[config.mk]
export PLATFORM = sky130hd
export DESIGN_NAME = alu_divider
export DESIGN_NICKNAME = d
export VERILOG_FILES = /design/src/rtl/alu_pkg.sv /design/src/rtl/div_step.sv /design/src/rtl/alu_divider.sv
export SDC_FILE = /design/constraint.sdc
export NUM_CORES = 1
export LEC_CHECK = 0
export CELL_PAD_IN_SITES_DETAIL_PLACEMENT = 1
export CELL_PAD_IN_SITES_GLOBAL_PLACEMENT = 2
export CORE_MARGIN = 5
export CORE_UTILIZATION = 32
export DETAILED_ROUTE_END_ITERATION = 7
export PLACE_DENSITY_LB_ADDON = 0.1
export SETUP_SLACK_MARGIN = 0.3
export SLEW_MARGIN = 0
export SYNTH_ARGS = -nofsm -noshare
export SYNTH_HDL_FRONTEND = slang
export SYNTH_SLANG_ARGS = --single-unit
[constraint.sdc]
create_clock -name clk -period 5.59 [get_ports clk]
set_input_delay 1.677 -clock clk [delete_from_list [all_inputs] [get_ports clk]]
set_output_delay 1.677 -clock clk [all_outputs]
set_load 0.01 [all_outputs]
[src/rtl/alu_pkg.sv]
// Shared ALU definitions: divide-op encodings from the ALU decode and the
// divider FSM state type. Also consumed by alu_control.
package alu_pkg;

  // Divide op encodings carried on the 2-bit control field.
  localparam logic [1:0] DIV  = 2'b00;
  localparam logic [1:0] DIVU = 2'b01;
  localparam logic [1:0] REM  = 2'b10;
  localparam logic [1:0] REMU = 2'b11;

  typedef enum logic [1:0] {
    StIdle = 2'b00,
    StCalc = 2'b01,
    StDone = 2'b10
  } div_state_e;

  // Signed variants (div, rem) have control[0] clear.
  function automatic logic op_is_signed(logic [1:0] op);
    return ~op[0];
  endfunction

  // Remainder variants (rem, remu) have control[1] set.
  function automatic logic op_is_rem(logic [1:0] op);
    return op[1];
  endfunction

endpackage

[src/rtl/div_step.sv]
// One restoring-division iteration (purely combinational).
// Ports:
//   rem_in  - partial remainder so far (always < divisor)
//   quo_in  - shift register: remaining dividend bits on top, quotient bits below
//   divisor - unsigned divisor magnitude (non-zero)
//   rem_out - updated partial remainder
//   quo_out - quo_in shifted left by one with the new quotient bit in the LSB
module div_step #(
  parameter int unsigned XLEN = 64
) (
  input  logic [XLEN-1:0] rem_in,
  input  logic [XLEN-1:0] quo_in,
  input  logic [XLEN-1:0] divisor,
  output logic [XLEN-1:0] rem_out,
  output logic [XLEN-1:0] quo_out
);

  logic [XLEN:0] shifted;
  logic [XLEN:0] diff;
  logic          q_bit;

  always_comb begin
    // Bring down the next dividend bit (MSB first).
    shifted = {rem_in, quo_in[XLEN-1]};
    diff    = shifted - {1'b0, divisor};
    // rem_in < divisor keeps a non-negative diff below 2^XLEN, so the top bit
    // is a clean borrow flag.
    q_bit   = ~diff[XLEN];
    rem_out = q_bit ? diff[XLEN-1:0] : shifted[XLEN-1:0];
    quo_out = {quo_in[XLEN-2:0], q_bit};
  end

endmodule

[src/rtl/alu_divider.sv]
// Iterative restoring divider for the ALU: div, divu, rem, remu.
// Ports:
//   clk, rst_n           - clock, asynchronous active-low reset
//   in_valid / in_ready  - request handshake (ready only when idle)
//   control, a, b        - op select, dividend, divisor (captured on accept)
//   flush                - synchronous abort of any in-flight operation
//   out_valid / out_ready- result handshake
//   result               - quotient or remainder, zero when out_valid is low
//   busy                 - high whenever not idle
module alu_divider
  import alu_pkg::*;
#(
  parameter int unsigned XLEN = 64
) (
  input  logic            clk,
  input  logic            rst_n,
  input  logic            in_valid,
  output logic            in_ready,
  input  logic [1:0]      control,
  input  logic [XLEN-1:0] a,
  input  logic [XLEN-1:0] b,
  input  logic            flush,
  output logic            out_valid,
  input  logic            out_ready,
  output logic [XLEN-1:0] result,
  output logic            busy
);

  localparam int unsigned     CntW     = $clog2(XLEN) + 1;
  localparam logic [CntW-1:0] LastIter = CntW'(XLEN - 1);
  localparam logic [XLEN-1:0] MinNeg   = {1'b1, {(XLEN-1){1'b0}}};

  div_state_e      state_q, state_d;
  logic            is_rem_q, is_rem_d;
  logic            neg_quo_q, neg_quo_d;
  logic            neg_rem_q, neg_rem_d;
  logic [XLEN-1:0] divisor_q, divisor_d;
  logic [XLEN-1:0] rem_q, rem_d;
  logic [XLEN-1:0] quo_q, quo_d;
  logic [XLEN-1:0] res_q, res_d;
  logic [CntW-1:0] cnt_q, cnt_d;

  logic            sgn, a_neg, b_neg;
  logic            div_by_zero, overflow;
  logic [XLEN-1:0] a_mag, b_mag;
  logic [XLEN-1:0] step_rem, step_quo;
  logic [XLEN-1:0] quo_fin, rem_fin;

  div_step #(
    .XLEN(XLEN)
  ) u_div_step (
    .rem_in (rem_q),
    .quo_in (quo_q),
    .divisor(divisor_q),
    .rem_out(step_rem),
    .quo_out(step_quo)
  );

  // Operand preparation on the live inputs, used only in the accept cycle.
  always_comb begin
    sgn         = op_is_signed(control);
    a_neg       = sgn & a[XLEN-1];
    b_neg       = sgn & b[XLEN-1];
    a_mag       = a_neg ? -a : a;
    b_mag       = b_neg ? -b : b;
    div_by_zero = (b == '0);
    overflow    = sgn & (a == MinNeg) & (b == '1);
    // Sign fix-up applied to the final iteration's outputs.
    quo_fin     = neg_quo_q ? -step_quo : step_quo;
    rem_fin     = neg_rem_q ? -step_rem : step_rem;
  end

  always_comb begin
    state_d   = state_q;
    is_rem_d  = is_rem_q;
    neg_quo_d = neg_quo_q;
    neg_rem_d = neg_rem_q;
    divisor_d = divisor_q;
    rem_d     = rem_q;
    quo_d     = quo_q;
    res_d     = res_q;
    cnt_d     = cnt_q;

    unique case (state_q)
      StIdle: begin
        if (in_valid) begin
          is_rem_d = op_is_rem(control);
          if (div_by_zero) begin
            res_d   = op_is_rem(control) ? a : '1;
            state_d = StDone;
          end else if (overflow) begin
            res_d   = op_is_rem(control) ? '0 : a;
            state_d = StDone;
          end else begin
            divisor_d = b_mag;
            quo_d     = a_mag;
            rem_d     = '0;
            cnt_d     = '0;
            neg_quo_d = a_neg ^ b_neg;
            neg_rem_d = a_neg;
            state_d   = StCalc;
          end
        end
      end
      StCalc: begin
        rem_d = step_rem;
        quo_d = step_quo;
        if (cnt_q == LastIter) begin
          res_d   = is_rem_q ? rem_fin : quo_fin;
          state_d = StDone;
        end else begin
          cnt_d = cnt_q + 1'b1;
        end
      end
      StDone: begin
        // No accept in the handshake cycle: in_ready is only high in StIdle.
        if (out_ready) begin
          res_d   = '0;
          state_d = StIdle;
        end
      end
      default: begin
        state_d = StIdle;
      end
    endcase

    // Flush wins over a same-cycle accept or handshake.
    if (flush) begin
      res_d   = '0;
      state_d = StIdle;
    end
  end

  always_ff @(posedge clk or negedge rst_n) begin
    if (!rst_n) begin
      state_q   <= StIdle;
      is_rem_q  <= 1'b0;
      neg_quo_q <= 1'b0;
      neg_rem_q <= 1'b0;
      divisor_q <= '0;
      rem_q     <= '0;
      quo_q     <= '0;
      res_q     <= '0;
      cnt_q     <= '0;
    end else begin
      state_q   <= state_d;
      is_rem_q  <= is_rem_d;
      neg_quo_q <= neg_quo_d;
      neg_rem_q <= neg_rem_d;
      divisor_q <= divisor_d;
      rem_q     <= rem_d;
      quo_q     <= quo_d;
      res_q     <= res_d;
      cnt_q     <= cnt_d;
    end
  end

  always_comb begin
    in_ready  = (state_q == StIdle);
    busy      = (state_q != StIdle);
    out_valid = (state_q == StDone);
    result    = out_valid ? res_q : '0;
  end

endmodule

==> results by group <==
Status
  – Status: finished, violations left
  – Failing checks: design-rule violations

Cells and area
  – Layout cells sized above 1: 15.8%
  – Finished Layout Cells: 4,758
  – Commonest non-fill, non-tap cells in the layout: nand2_1 (422), buf_4 (325), o21ai_0 (304), a21oi_1 (288), nor2_1 (260)
  – # nets final: 3,902
  – Most common cell after layout, fill and taps aside: nand2_1
  – Final core utilization: 41.6%
  – Total inserted antenna cells: 0
  – Area Overhead vs Synth: 29.2%

Logic synthesis
  – Cell Area, Synth: 24,900 µm²
  – Synthesized area per cell: 7.51 µm²
  – Post-synth top flop: dfrtp_1
  – Post-synth cell types: 103
  – Synthesized Nets: 3,524
  – Number of synthesized register bits: 268
  – Post-synth ARST share: 100%
  – Ys Warns: 0
  – Post-synth EDFFs: 0
  – Sequential fraction of the synthesis area: 26.9%
  – Synthesized instance count: 3,315

Worst setup path
  – Critical path arrival: 5.91 ns
  – CP Data Required Time: 6.03 ns
  – R2R Setup Slk: 0.13 ns
  – R2R depth: 23
  – Critical path endpoint category: register
  – Crit Path Category: reg -> reg
  – CP max FO: 6
  – Kind of start point of the critical path: register

Detailed routing
  – First drt pass iteration count: 8
  – DR iter-0 viols: 1,858
  – Wirelength, routed: 115,000 µm
  – DR vias: 27,200
  – Post-DR wirelength/cell: 24.1 µm
  – Final ANT Viol Nets: 0
  – DRC: 5
  – DR vias/cell: 5.73

Timing
  – Measured slew at the worst slew-check pin: 1.06 ns
  – Setup TNS Final: 0 ns
  – Setup violations, final: 0
  – Unrepaired setup endpoints after global routing: true
  – Final hold vios: 0
  – Period utilization: 97.8%
  – Fmax: 183 MHz
  – Worst Clk Skew: 0.0341 ns
  – Headroom to the max-slew limit: 29.4%
  – Slew Viols, Final: 0
  – Crit path time final: 5.46 ns

Pwr
  – VDD IR-drop max: 0.000298 V
  – Power Density: 427 nW/µm²
  – Leak pwr: 12.9 nW

Floorplanning
  – Core footprint: 77,300 µm²
  – Row cnt: 102
  – Chip Height: 289 µm
  – Die Width: 289 µm
  – Starting Density: 32.2%
  – Die area: 83,500 µm²
  – I/O pins: 202

Clocking
  – CTS root buf: clkbuf_16
  – Worst skew pair latency: 0.58 ns
  – Clk pin slew, worst setup/hold paths: 0.06 ns
  – Clock tree buffer depth: 3
  – Clock buffer count from CTS: 37
  – # clock sinks: 268
  – CTS tree: built
  – H-Tree Depth: 2

Placement
  – Detailed placement HPWL: 91,100 µm
  – DP Cell Count: 4,673
  – Port bufs: 201
  – GPL Wtd Cong: 0.934

Global route
  – Initial antenna violation count: 3
  – GRT Total Usage: 26.4%
  – Largest net degree at the start of global routing: 104
  – Global-route wire length before repair: 171,000 µm
  – Vias in the first global route: 28,000
  – Aggregate global routing overflow: 0

Worst hold path
  – Worst Hold Depth: 2
  – Hold Crit Class: reg -> reg

Job
  – Maxcap violations: 0
[flip-flops by register name, summed over array words and instances (netlist names)]
signal and flops:
cnt_q 7, divisor_q 64, is_rem_q 1, neg_quo_q 1, neg_rem_q 1, quo_q 64
rem_q 64, res_q 64, state_q 2
[synth_stat cells (42+ instances only)]
master | n | area share (%)
a21oi_1 | 301 | 6.1
and2_1 | 85 | 2.1
buf_2 | 61 | 1.2
clkbuf_1 | 129 | 1.9
dfrtp_1 | 268 | 27
ha_1 | 73 | 3.7
inv_1 | 101 | 1.5
mux2i_1 | 48 | 1.9
nand2_1 | 424 | 6.4
nand3_1 | 54 | 1.1
nand4_1 | 71 | 1.8
nor2_1 | 269 | 4.1
nor3_1 | 82 | 1.6
o21a_1 | 42 | 1.3
o21ai_0 | 316 | 6.4
o31ai_1 | 105 | 3.2
or3_1 | 59 | 1.5
xnor2_1 | 142 | 5.0
xor2_1 | 128 | 4.5
[worst paths after layout]
path                                     from       endpoint
worst min register to register  divisor_q[41]  divisor_q[41]
max in group asynchronous               rst_n       is_rem_q
worst min-delay path            divisor_q[41]  divisor_q[41]
worst max-delay path                rem_q[54]      res_q[60]
worst max register to register      rem_q[54]      res_q[60]
min in group asynchronous               rst_n  divisor_q[62]
[kinds of logic after synthesis]
group / Yosys count / synth area share, %
muxes: 65 / 2.79
buffers and inverters: 310 / 5.13
xor gates and xnor gates: 270 / 9.50
AOI/OAI and AO/OA: 1097 / 27.7
and+or+nand+nor: 1231 / 24.2
DFF: 268 / 26.9
adders and majority gates: 74 / 3.75
[layer usage]
metal	vias up	track usage [%]	routed length, µm
met5	-	0	0
met4	0	9.83	4600
met3	172	4.54	5810
met2	578	44.9	55000
met1	13700	33.7	49400
li1	12800	-	-
[timing repair]
item | in CTS | in global routing
gates cloned | 0 | 0
endpoints found under the setup margin | 15 | 29
hold buffers | 0 | 0
pin swaps | 2 | 45
gates resized for setup | 13 | 111
endpoints found under the hold margin | 0 | 0
buffers inserted | 1 | 20
[report_power, final]
group	internal [mW]	switching (mW)	leakage, nW	total, mW
clock	1.51	1.02	0.604	2.53
sequential	2.50	0.565	3.49	3.06
combinational	2.98	5.15	8.77	8.13
total	6.99	6.73	12.9	13.7
[per-stage QoR]
step           area, µm²  hold WS, ns  setup slack, ns  power [mW]
3_3_place_gp       30100        0.474           0.0272        10.7
2_1_floorplan      25000        0.441            0.304        7.60
3_5_place_dp       30100        0.473           -0.118        10.9
5_1_grt            32100        0.514          -0.0236        14.7
4_1_cts            31400        0.485            0.279        13.5
6_report           32100        0.481            0.126        13.7
[critical path: stages (launching register included)]
cell       delay (ns)
dfrtp_2          0.46
ha_4             0.29
nand4_1          0.22
nor4_4           0.39
nand2_2          0.12
or3_4            0.36
o32ai_4          0.18
nor4_4           0.09
nor2_4           0.22
clkinv_4         0.16
nand2_2          0.09
o21ai_1          0.08
inv_1            0.08
ha_2             0.18
nand4b_1         0.19
nor4_4           0.40
and3_4           0.28
nand2_4          0.06
nor4_4           0.26
o21ai_2          0.15
nand4bb_4        0.33
o41ai_4          0.43
xnor2_2          0.19
o211ai_2         0.09
[area by class of cell]
type / instances / area (µm²)
Clock buffer: 48 / 1050
Clock inverter: 16 / 208
Fill cell: 9444 / 45200
Inverter: 104 / 395
Multi-Input combinational cell: 2737 / 17700
Sequential cell: 268 / 6720
Tap cell: 1040 / 1300
Timing Repair Buffer: 545 / 4800
Note: power is estimated with default switching activity, not from simulation.
